## src/rtl/tb4004_pkg.sv

```systemverilog
// Shared constants and types for the TB4004 core's return-address stack.
package tb4004_pkg;

    localparam int PC_W        = 12;
    localparam int STACK_DEPTH = 8;

    // Full-stack behaviour on push.
    localparam bit STACK_SAT  = 1'b0;  // refuse the push
    localparam bit STACK_WRAP = 1'b1;  // overwrite the oldest entry

    // The single operation a cycle carries out, after priority resolution.
    typedef enum logic [2:0] {
        OP_IDLE,
        OP_FLUSH,
        OP_XCHG,
        OP_PUSH,
        OP_POP
    } stack_op_e;

    // Resolve concurrent requests: flush > push&pop > push > pop.
    function automatic stack_op_e decode_op(input logic flush, input logic push, input logic pop);
        if (flush)            return OP_FLUSH;
        else if (push && pop) return OP_XCHG;
        else if (push)        return OP_PUSH;
        else if (pop)         return OP_POP;
        else                  return OP_IDLE;
    endfunction

endpackage

```

## src/rtl/stack_regfile.sv

```systemverilog
// Return-stack storage: DEPTH x ADDR_W, one synchronous write port and one
// asynchronous read port, every entry cleared by reset.
module stack_regfile
    import tb4004_pkg::*;
#(
    parameter int ADDR_W = PC_W,
    parameter int DEPTH  = STACK_DEPTH,
    parameter int SP_W   = $clog2(DEPTH)
) (
    input  logic              clk,
    input  logic              rstN,
    input  logic              we,
    input  logic [SP_W-1:0]   waddr,
    input  logic [ADDR_W-1:0] wdata,
    input  logic [SP_W-1:0]   raddr,
    output logic [ADDR_W-1:0] rdata
);

    logic [ADDR_W-1:0] mem_q [DEPTH];

    // Write one entry per cycle; clear the whole array on reset.
    // NOTE: the entries are reset on purpose so the top of stack reads 0 after reset;
    // a plain RAM would leave them unreset and free of the per-flop reset cost.
    always_ff @(posedge clk or negedge rstN) begin
        if (!rstN) begin
            for (int i = 0; i < DEPTH; i++) begin
                mem_q[i] <= '0;
            end
        end else if (we) begin
            mem_q[waddr] <= wdata;
        end
    end

    assign rdata = mem_q[raddr];

endmodule

```

## src/rtl/pc_return_stack.sv

```systemverilog
// Subroutine return-address stack for the TB4004 core. JMS pushes, BBL pops;
// the top entry drives pcOut combinationally for the PC reload.
module pc_return_stack
    import tb4004_pkg::*;
#(
    parameter int ADDR_W    = PC_W,
    parameter int DEPTH     = STACK_DEPTH,
    parameter bit WRAP_MODE = STACK_SAT,
    localparam int SP_W     = $clog2(DEPTH)
) (
    input  logic              clk,
    input  logic              rstN,
    input  logic              push,
    input  logic              pop,
    input  logic              flush,
    input  logic              clrErr,
    input  logic [ADDR_W-1:0] pcIn,
    output logic [ADDR_W-1:0] pcOut,
    output logic [SP_W-1:0]   sp,
    output logic [SP_W:0]     level,
    output logic              empty,
    output logic              full,
    output logic              overflow,
    output logic              underflow,
    output logic              stackPcLoad
);

    localparam logic [SP_W:0]   LEVEL_FULL = (SP_W + 1)'(DEPTH);
    localparam logic [SP_W:0]   LEVEL_ONE  = (SP_W + 1)'(1);
    localparam logic [SP_W-1:0] SP_ONE     = SP_W'(1);

    logic [SP_W-1:0]   sp_q, sp_d;
    logic [SP_W:0]     level_q, level_d;
    logic              ovf_q, ovf_d;
    logic              udf_q, udf_d;
    logic              pcl_q, pcl_d;
    logic              we;
    logic [SP_W-1:0]   waddr;
    stack_op_e         op;

    stack_regfile #(
        .ADDR_W (ADDR_W),
        .DEPTH  (DEPTH),
        .SP_W   (SP_W)
    ) u_regfile (
        .clk   (clk),
        .rstN  (rstN),
        .we    (we),
        .waddr (waddr),
        .wdata (pcIn),
        .raddr (sp_q),
        .rdata (pcOut)
    );

    assign empty = (level_q == '0);
    assign full  = (level_q == LEVEL_FULL);

    // Resolve this cycle's operation and compute next pointer, level, flags and write.
    // NOTE: every signal gets its default at the top of the block, so no path
    // leaves one unassigned and no latch is inferred.
    always_comb begin
        op      = decode_op(flush, push, pop);
        sp_d    = sp_q;
        level_d = level_q;
        ovf_d   = ovf_q & ~clrErr;
        udf_d   = udf_q & ~clrErr;
        pcl_d   = 1'b0;
        we      = 1'b0;
        waddr   = sp_q + SP_ONE;

        unique case (op)
            OP_FLUSH: begin
                sp_d    = '0;
                level_d = '0;
            end
            OP_XCHG: begin
                if (empty) begin
                    udf_d = 1'b1;
                end else begin
                    // Replace the top in place; the old top is still on pcOut this cycle.
                    we    = 1'b1;
                    waddr = sp_q;
                    pcl_d = 1'b1;
                end
            end
            OP_PUSH: begin
                if (!full) begin
                    we      = 1'b1;
                    sp_d    = sp_q + SP_ONE;
                    level_d = level_q + LEVEL_ONE;
                end else begin
                    ovf_d = 1'b1;
                    if (WRAP_MODE) begin
                        // Circular: overwrite the oldest entry, level stays at DEPTH.
                        we   = 1'b1;
                        sp_d = sp_q + SP_ONE;
                    end
                end
            end
            OP_POP: begin
                if (empty) begin
                    udf_d = 1'b1;
                end else begin
                    sp_d    = sp_q - SP_ONE;
                    level_d = level_q - LEVEL_ONE;
                    pcl_d   = 1'b1;
                end
            end
            default: ;
        endcase
    end

    // Control state register; reset clears everything and drops any pending reload pulse.
    // NOTE: state is updated with non-blocking assignments so every flop samples
    // the pre-edge values regardless of statement order.
    always_ff @(posedge clk or negedge rstN) begin
        if (!rstN) begin
            sp_q    <= '0;
            level_q <= '0;
            ovf_q   <= 1'b0;
            udf_q   <= 1'b0;
            pcl_q   <= 1'b0;
        end else begin
            sp_q    <= sp_d;
            level_q <= level_d;
            ovf_q   <= ovf_d;
            udf_q   <= udf_d;
            pcl_q   <= pcl_d;
        end
    end

    assign sp          = sp_q;
    assign level       = level_q;
    assign overflow    = ovf_q;
    assign underflow   = udf_q;
    assign stackPcLoad = pcl_q;

endmodule

```

## config.mk

```make
export PLATFORM = sky130hd
export DESIGN_NAME = pc_return_stack
export DESIGN_NICKNAME = d
export VERILOG_FILES = /design/src/rtl/tb4004_pkg.sv /design/src/rtl/stack_regfile.sv /design/src/rtl/pc_return_stack.sv
export SDC_FILE = /design/constraint.sdc
export NUM_CORES = 1
export LEC_CHECK = 0
export CORE_MARGIN = 4
export CORE_UTILIZATION = 40
export DETAILED_ROUTE_END_ITERATION = 12
export PLACE_DENSITY_LB_ADDON = 0.25
export SYNTH_ARGS = -nofsm -noshare
export SYNTH_HDL_FRONTEND = slang
export SYNTH_SLANG_ARGS = --single-unit
export TNS_END_PERCENT = 50
```

## constraint.sdc

```tcl
create_clock -name clk -period 3.6 [get_ports clk]
set_input_delay 0.72 -clock clk [delete_from_list [all_inputs] [get_ports clk]]
set_output_delay 0.72 -clock clk [all_outputs]
set_load 0.05 [all_outputs]
```

==> flow_summary_export.csv, run 1 <==
group,metric,value,unit
finish,drive_above_1_share,40.3,%
clock_tree,cts_resized,0,
yosys,synth_warnings,0,
power_and_ir_drop,p_per_area,736,nW/um^2
sta,min_period,3240,ps
critical_path,worst_setup_path_end_kind,"output pin",
clock_tree,hold_buffers,0,
die,dieArea,14800,um^2
yosys,syn_area,5150,um^2
grt,grt_max_degree,61,
critical_path,arrival,2520,ps
critical_path,critPathMaxFanout,6,
grt,grtUsageTotal,16.2,%
yosys,synthArstFlopShare,100,%
detailed_routing,first_iter_violations,130,
yosys,seq_area_frac_synth,51.5,%
sta,drv_slew,0,
power_and_ir_drop,p_leak,2.70,nW
worst_hold_path,hp-class,"input port to asynchronous set/reset pin",
sta,rsz0062_at_grt,"no",
detailed_routing,wl_per_cell,18.8,um
die,ios,42,
clock_tree,clk_path_buf_depth,2,
sta,fin_crit_sh,90.1,%
yosys,synth_nets,385,
critical_path,timing.rr.end,"u_regfile.mem_q[18]",
detailed_routing,drc,0,
finish,layout_common_cells,"dfrtp_1, mux2_2, clkdlybuf4s50_1",
grt,gr-total-overflow,0,
critical_path,cp_num_buf_inv,2,
detailed_routing,wl,11.1,mm
finish,num_antenna_cells,0,
critical_path,required,2880,ps
sta,slew_headroom,42.6,%
finish,fin_nets,435,
yosys,syn_inst,362,
critical_path,critical_path.top_delay_family,"buffers and inverters",
die,die_w,121,um
die,rows,41,
clock_tree,htreeDepth,3,
critical_path,critPathKind,"flip-flop to output pin",
yosys,ys_types,41,
grt,grt_pass1_wl,18.4,mm
power_and_ir_drop,max-vdd-ir-drop,0.500,mV
yosys,synth-seq-cells,106,
detailed_routing,vias,3134,
clock_tree,clk_latency,340,ps
sta,max_freq,308,MHz
sta,fin_setup_tns,0,ps
yosys,synth-edff-count,0,
flow_run,maxCapViolCount,0,
finish,final_util,48.7,%
critical_path,crit_path_max_incr_delay,810,ps
critical_path,slowest_stage,"clkdlybuf4s50_1",
critical_path,r2r_slack,830,ps
critical_path,ff2ff_path_depth,6,
clock_tree,path_clk_slew,70,ps
critical_path,path_cells,"or4b_2, inv_1, clkdlybuf4s50_1",
detailed_routing,drt-vias-per-instance,5.32,
clock_tree,cts_tree,"yes",
finish,fill_cells,1162,
clock_tree,cts.sinks,106,
sta,setup_violations,0,
clock_tree,cts-root-buf,"clkbuf_16",
finish,area_growth,19.3,%
detailed_routing,antenna_left,0,
sta,hold_viol,0,
critical_path,critPathLaunchType,"flip-flop",
die,die_height,121,um
sta,worst_slew_pin_slew,861,ps
clock_tree,cts_setup_buffers,0,
critical_path,rr_startpoint,"sp[0]",
place,place_congestion,0.795,
die,initial_core_util,40.8,%
place,numPortBuffers,41,
sta,fin_skew,6.46,ps
die,core-area,12600,um^2
place,dp_hpwl,7.09,mm
clock_tree,cts_buffers,9,
critical_path,cp-startpoint,"level[2]",
finish,mostFrequentLayoutCell,"dfrtp_1",
grt,antenna_found_initial,0,
grt,grt_pass1_vias,3353,
outcome,status,"finished clean",
yosys,avgSynthCellArea,14.2,um^2
detailed_routing,drt_pass1_iterations,4,
yosys,synthFlopType,"dfrtp_1",
[logic make-up (layout without fill, tap and decap cells)]
logic type | Yosys count | count (layout) | share of synthesized area, %
simple gates | 71 | 71 | 6.75
fa+ha+maj | 5 | 5 | 1.36
mux | 122 | 122 | 31.9
compound gates | 24 | 24 | 4.37
xor+xnor | 4 | 4 | 0.680
buf+inv | 30 | 85 | 3.45
flops | 106 | 106 | 51.5
[synth_stat cells (2+ instances only)]
library cell  count  area share, %
mux4_2           24             10
nand2b_1          5           0.61
or4_1             3           0.44
nor2b_1           3           0.36
dfrtp_1         106             52
mux2i_1           2           0.39
a21oi_2           6            1.0
inv_1            10           0.73
a21oi_1           3           0.29
buf_2             4           0.39
ha_1              4           0.97
a2bb2oi_2         2           0.58
buf_6             8            1.7
a211oi_1          2           0.29
mux2_2           95             21
clkbuf_1          5           0.36
nand2_1          38            2.8
nor3b_1           2           0.29
nor2_1           10           0.73
nor4_1            2           0.24
buf_1             3           0.22
o21bai_2          2           0.44
nand4_1           2           0.24
xnor2_1           4           0.68
[worst max path at each step]
stage,cells past startpoint,to
floorplan,8,u_regfile.mem_q[26]
global placement,8,level[3]
detailed placement,8,level[3]
CTS,3,full
global route,3,full
finish,3,full
[sequential cells by signal, indices dropped and copies added (netlist names)]
name and count:
sp 3, underflow 1, overflow 1, level 4
stackPcLoad 1, u_regfile.mem_q 96
[area by class of cell]
type / count / area, um^2 / share of cell area [%]
clock inverter: 6 / 91.3 / 1.49
sequential: 106 / 2650 / 43.2
inverter: 10 / 37.5 / 0.611
clock buffer: 10 / 229 / 3.73
tap: 172 / 215 / 3.50
multi-input combinational: 226 / 2330 / 37.8
timing repair buffer: 59 / 593 / 9.65
[power by group]
group / switching, W / internal (W) / total, W
Clock: 0.000436 / 0.000613 / 0.00105
Combinational: 0.000839 / 0.000821 / 0.00166
Sequential: 0.000211 / 0.00160 / 0.00181
[through the flow]
step                      hold WS [ps]  setup slack [ps]  area (um^2)  power (W)  instances
final                              456               355         6150    0.00452        589
after global routing               510               258         6150    0.00478        589
after CTS                          491               328         6150    0.00458        589
after detailed placement           479               490         5830    0.00351        573
after global placement             474               586         5830    0.00346        573
after floorplan                    424               309         5160    0.00301        362
[layer usage]
metal	share of wire [%]	global-route usage, %	vias up
met4	1.2	5.11	0
met2	48	25.2	55
li1	-	-	1412
met5	0	0	-
met3	3.2	2.98	8
met1	47	23.2	1659
Note: power is estimated with default switching activity, not from simulation.
==> run 2, diff against run 1 <==
--- a/config.mk
+++ b/config.mk
@@ -6,7 +6,7 @@
 export NUM_CORES = 1
 export LEC_CHECK = 0
 export CORE_MARGIN = 4
-export CORE_UTILIZATION = 40
+export CORE_UTILIZATION = 53
 export DETAILED_ROUTE_END_ITERATION = 12
 export PLACE_DENSITY_LB_ADDON = 0.25
 export SYNTH_ARGS = -nofsm -noshare
==> flow_summary_export.csv, run 2 (same netlist as run 1, synthesis figures left out) <==
group,metric,value,unit
outcome,status,"finished clean",
finish,area_growth,15.3,%
detailed_routing,first_iter_violations,123,
finish,layout_common_cells,"dfrtp_1, mux2_2, clkdlybuf4s50_1",
place,place_area,5750,um^2
sta,max_freq,298,MHz
clock_tree,cts_tree,"yes",
critical_path,arrival,2640,ps
power_and_ir_drop,p_leak,2.64,nW
power_and_ir_drop,comb_power_share,39.2,%
sta,slew_headroom,46.2,%
finish,final_cell_area,5940,um^2
die,initial_core_util,55.2,%
clock_tree,clk_latency,360,ps
grt,grtUsageTotal,20.1,%
die,dieArea,11400,um^2
detailed_routing,drt-vias-per-instance,5.65,
die,ios,42,
clock_tree,path_clk_slew,100,ps
die,core-area,9330,um^2
critical_path,critPathKind,"flip-flop to output pin",
detailed_routing,wl,10.4,mm
sta,setup_ws,243,ps
place,dp_hpwl,6.97,mm
clock_tree,cts_buffers,9,
clock_tree,cts_resized,0,
power_and_ir_drop,pwr-share-seq,43.9,%
clock_tree,htreeDepth,3,
detailed_routing,vias,3083,
finish,fin_nets,435,
power_and_ir_drop,p_per_area,703,nW/um^2
place,numPortBuffers,41,
detailed_routing,antenna_left,0,
place,preCtsSetupSlack,266,ps
clock_tree,cts.sinks,106,
grt,grt_pass1_wl,17.7,mm
place,place_congestion,0.760,
die,die_w,107,um
sta,fin_skew,11.3,ps
sta,drv_slew,0,
power_and_ir_drop,max-vdd-ir-drop,0.440,mV
sta,setup_violations,0,
sta,whs,316,ps
finish,num_antenna_cells,0,
finish,largest_reg_flops,96,
power_and_ir_drop,p_sw,0.00146,W
finish,mostFrequentLayoutCell,"dfrtp_1",
critical_path,worst_setup_path_end_kind,"output pin",
clock_tree,cts_setup_buffers,0,
flow_run,maxCapViolCount,0,
critical_path,critPathMaxFanout,15,
clock_tree,cts-root-buf,"clkbuf_8",
sta,rsz0062_at_grt,"no",
finish,top_register,"u_regfile.mem_q",
grt,gr-total-overflow,0,
clock_tree,clk_path_buf_depth,2,
critical_path,critPathLaunchType,"flip-flop",
worst_hold_path,hp-class,"input port to asynchronous set/reset pin",
sta,hold_viol,0,
power_and_ir_drop,clkPwrFrac,16.9,%
power_and_ir_drop,netSwitchingFraction,34.9,%
grt,grt_max_degree,68,
grt,antenna_found_initial,0,
detailed_routing,drt_pass1_iterations,4,
power_and_ir_drop,intPower,0.00272,W
clock_tree,hold_buffers,0,
sta,worst_slew_pin_slew,807,ps
sta,fin_crit_sh,93.3,%
critical_path,required,2880,ps
finish,drive_above_1_share,40.3,%
sta,min_period,3360,ps
detailed_routing,drc,0,
die,die_height,107,um
grt,grt_pass1_vias,3341,
detailed_routing,wl_per_cell,19.1,um
sta,fin_setup_tns,0,ps
die,rows,35,
run 2: layer usage:
layer / track usage [%] / wire, um / vias up
met1: 28.4 / 4830 / 1582
li1: - / - / 1416
met4: 5.84 / 158 / 0
met5: 0 / 0 / -
met2: 31.7 / 4990 / 72
met3: 4.39 / 440 / 13
run 2: layout make-up:
class / count / area, um^2
clock inverter: 4 / 33.8
inverter: 10 / 37.5
multi-input combinational: 226 / 2330
clock buffer: 12 / 155
tap: 129 / 161
timing repair buffer: 59 / 568
sequential: 106 / 2650
fill: 724 / 3390
run 2: worst max-delay path: stages (launching register included):
cell	delay, ps
dfrtp_2	660
buf_4	270
mux4_2	510
nand2_1	80
nand2_1	70
clkdlybuf4s50_1	690
run 2: power by group through the flow:
| stage | logic (W) | registers, W | clock network (W) |
|---|---|---|---|
| after floorplan | 0.00119 | 0.00182 | 0 |
| after global placement | 0.00161 | 0.00183 | 0 |
| after detailed placement | 0.00165 | 0.00185 | 0 |
| after CTS | 0.00166 | 0.00183 | 0.000725 |
| after global routing | 0.00176 | 0.00189 | 0.000780 |
| final | 0.00164 | 0.00183 | 0.000706 |
run 2: worst paths after layout:
check	start	to	slack, ps	cells after the start
setup / recovery	sp[0]	pcOut[3]	240	5
hold / removal	rstN	level[1]	320	1
setup reg to reg	sp[0]	u_regfile.mem_q[25]	820	6
hold reg to reg	u_regfile.mem_q[63]	u_regfile.mem_q[63]	510	1
max in group asynchronous	rstN	u_regfile.mem_q[35]	2550	2
min in group clk	u_regfile.mem_q[63]	u_regfile.mem_q[63]	510	1
run 2: per-stage QoR:
step                      util [%]  power (W)  cells
after global routing          63.6    0.00443    546
final                         63.6    0.00417    546
after CTS                     63.6    0.00421    546
after detailed placement      61.6    0.00350    530
after global placement        61.6    0.00344    530
after floorplan                  -    0.00301    362
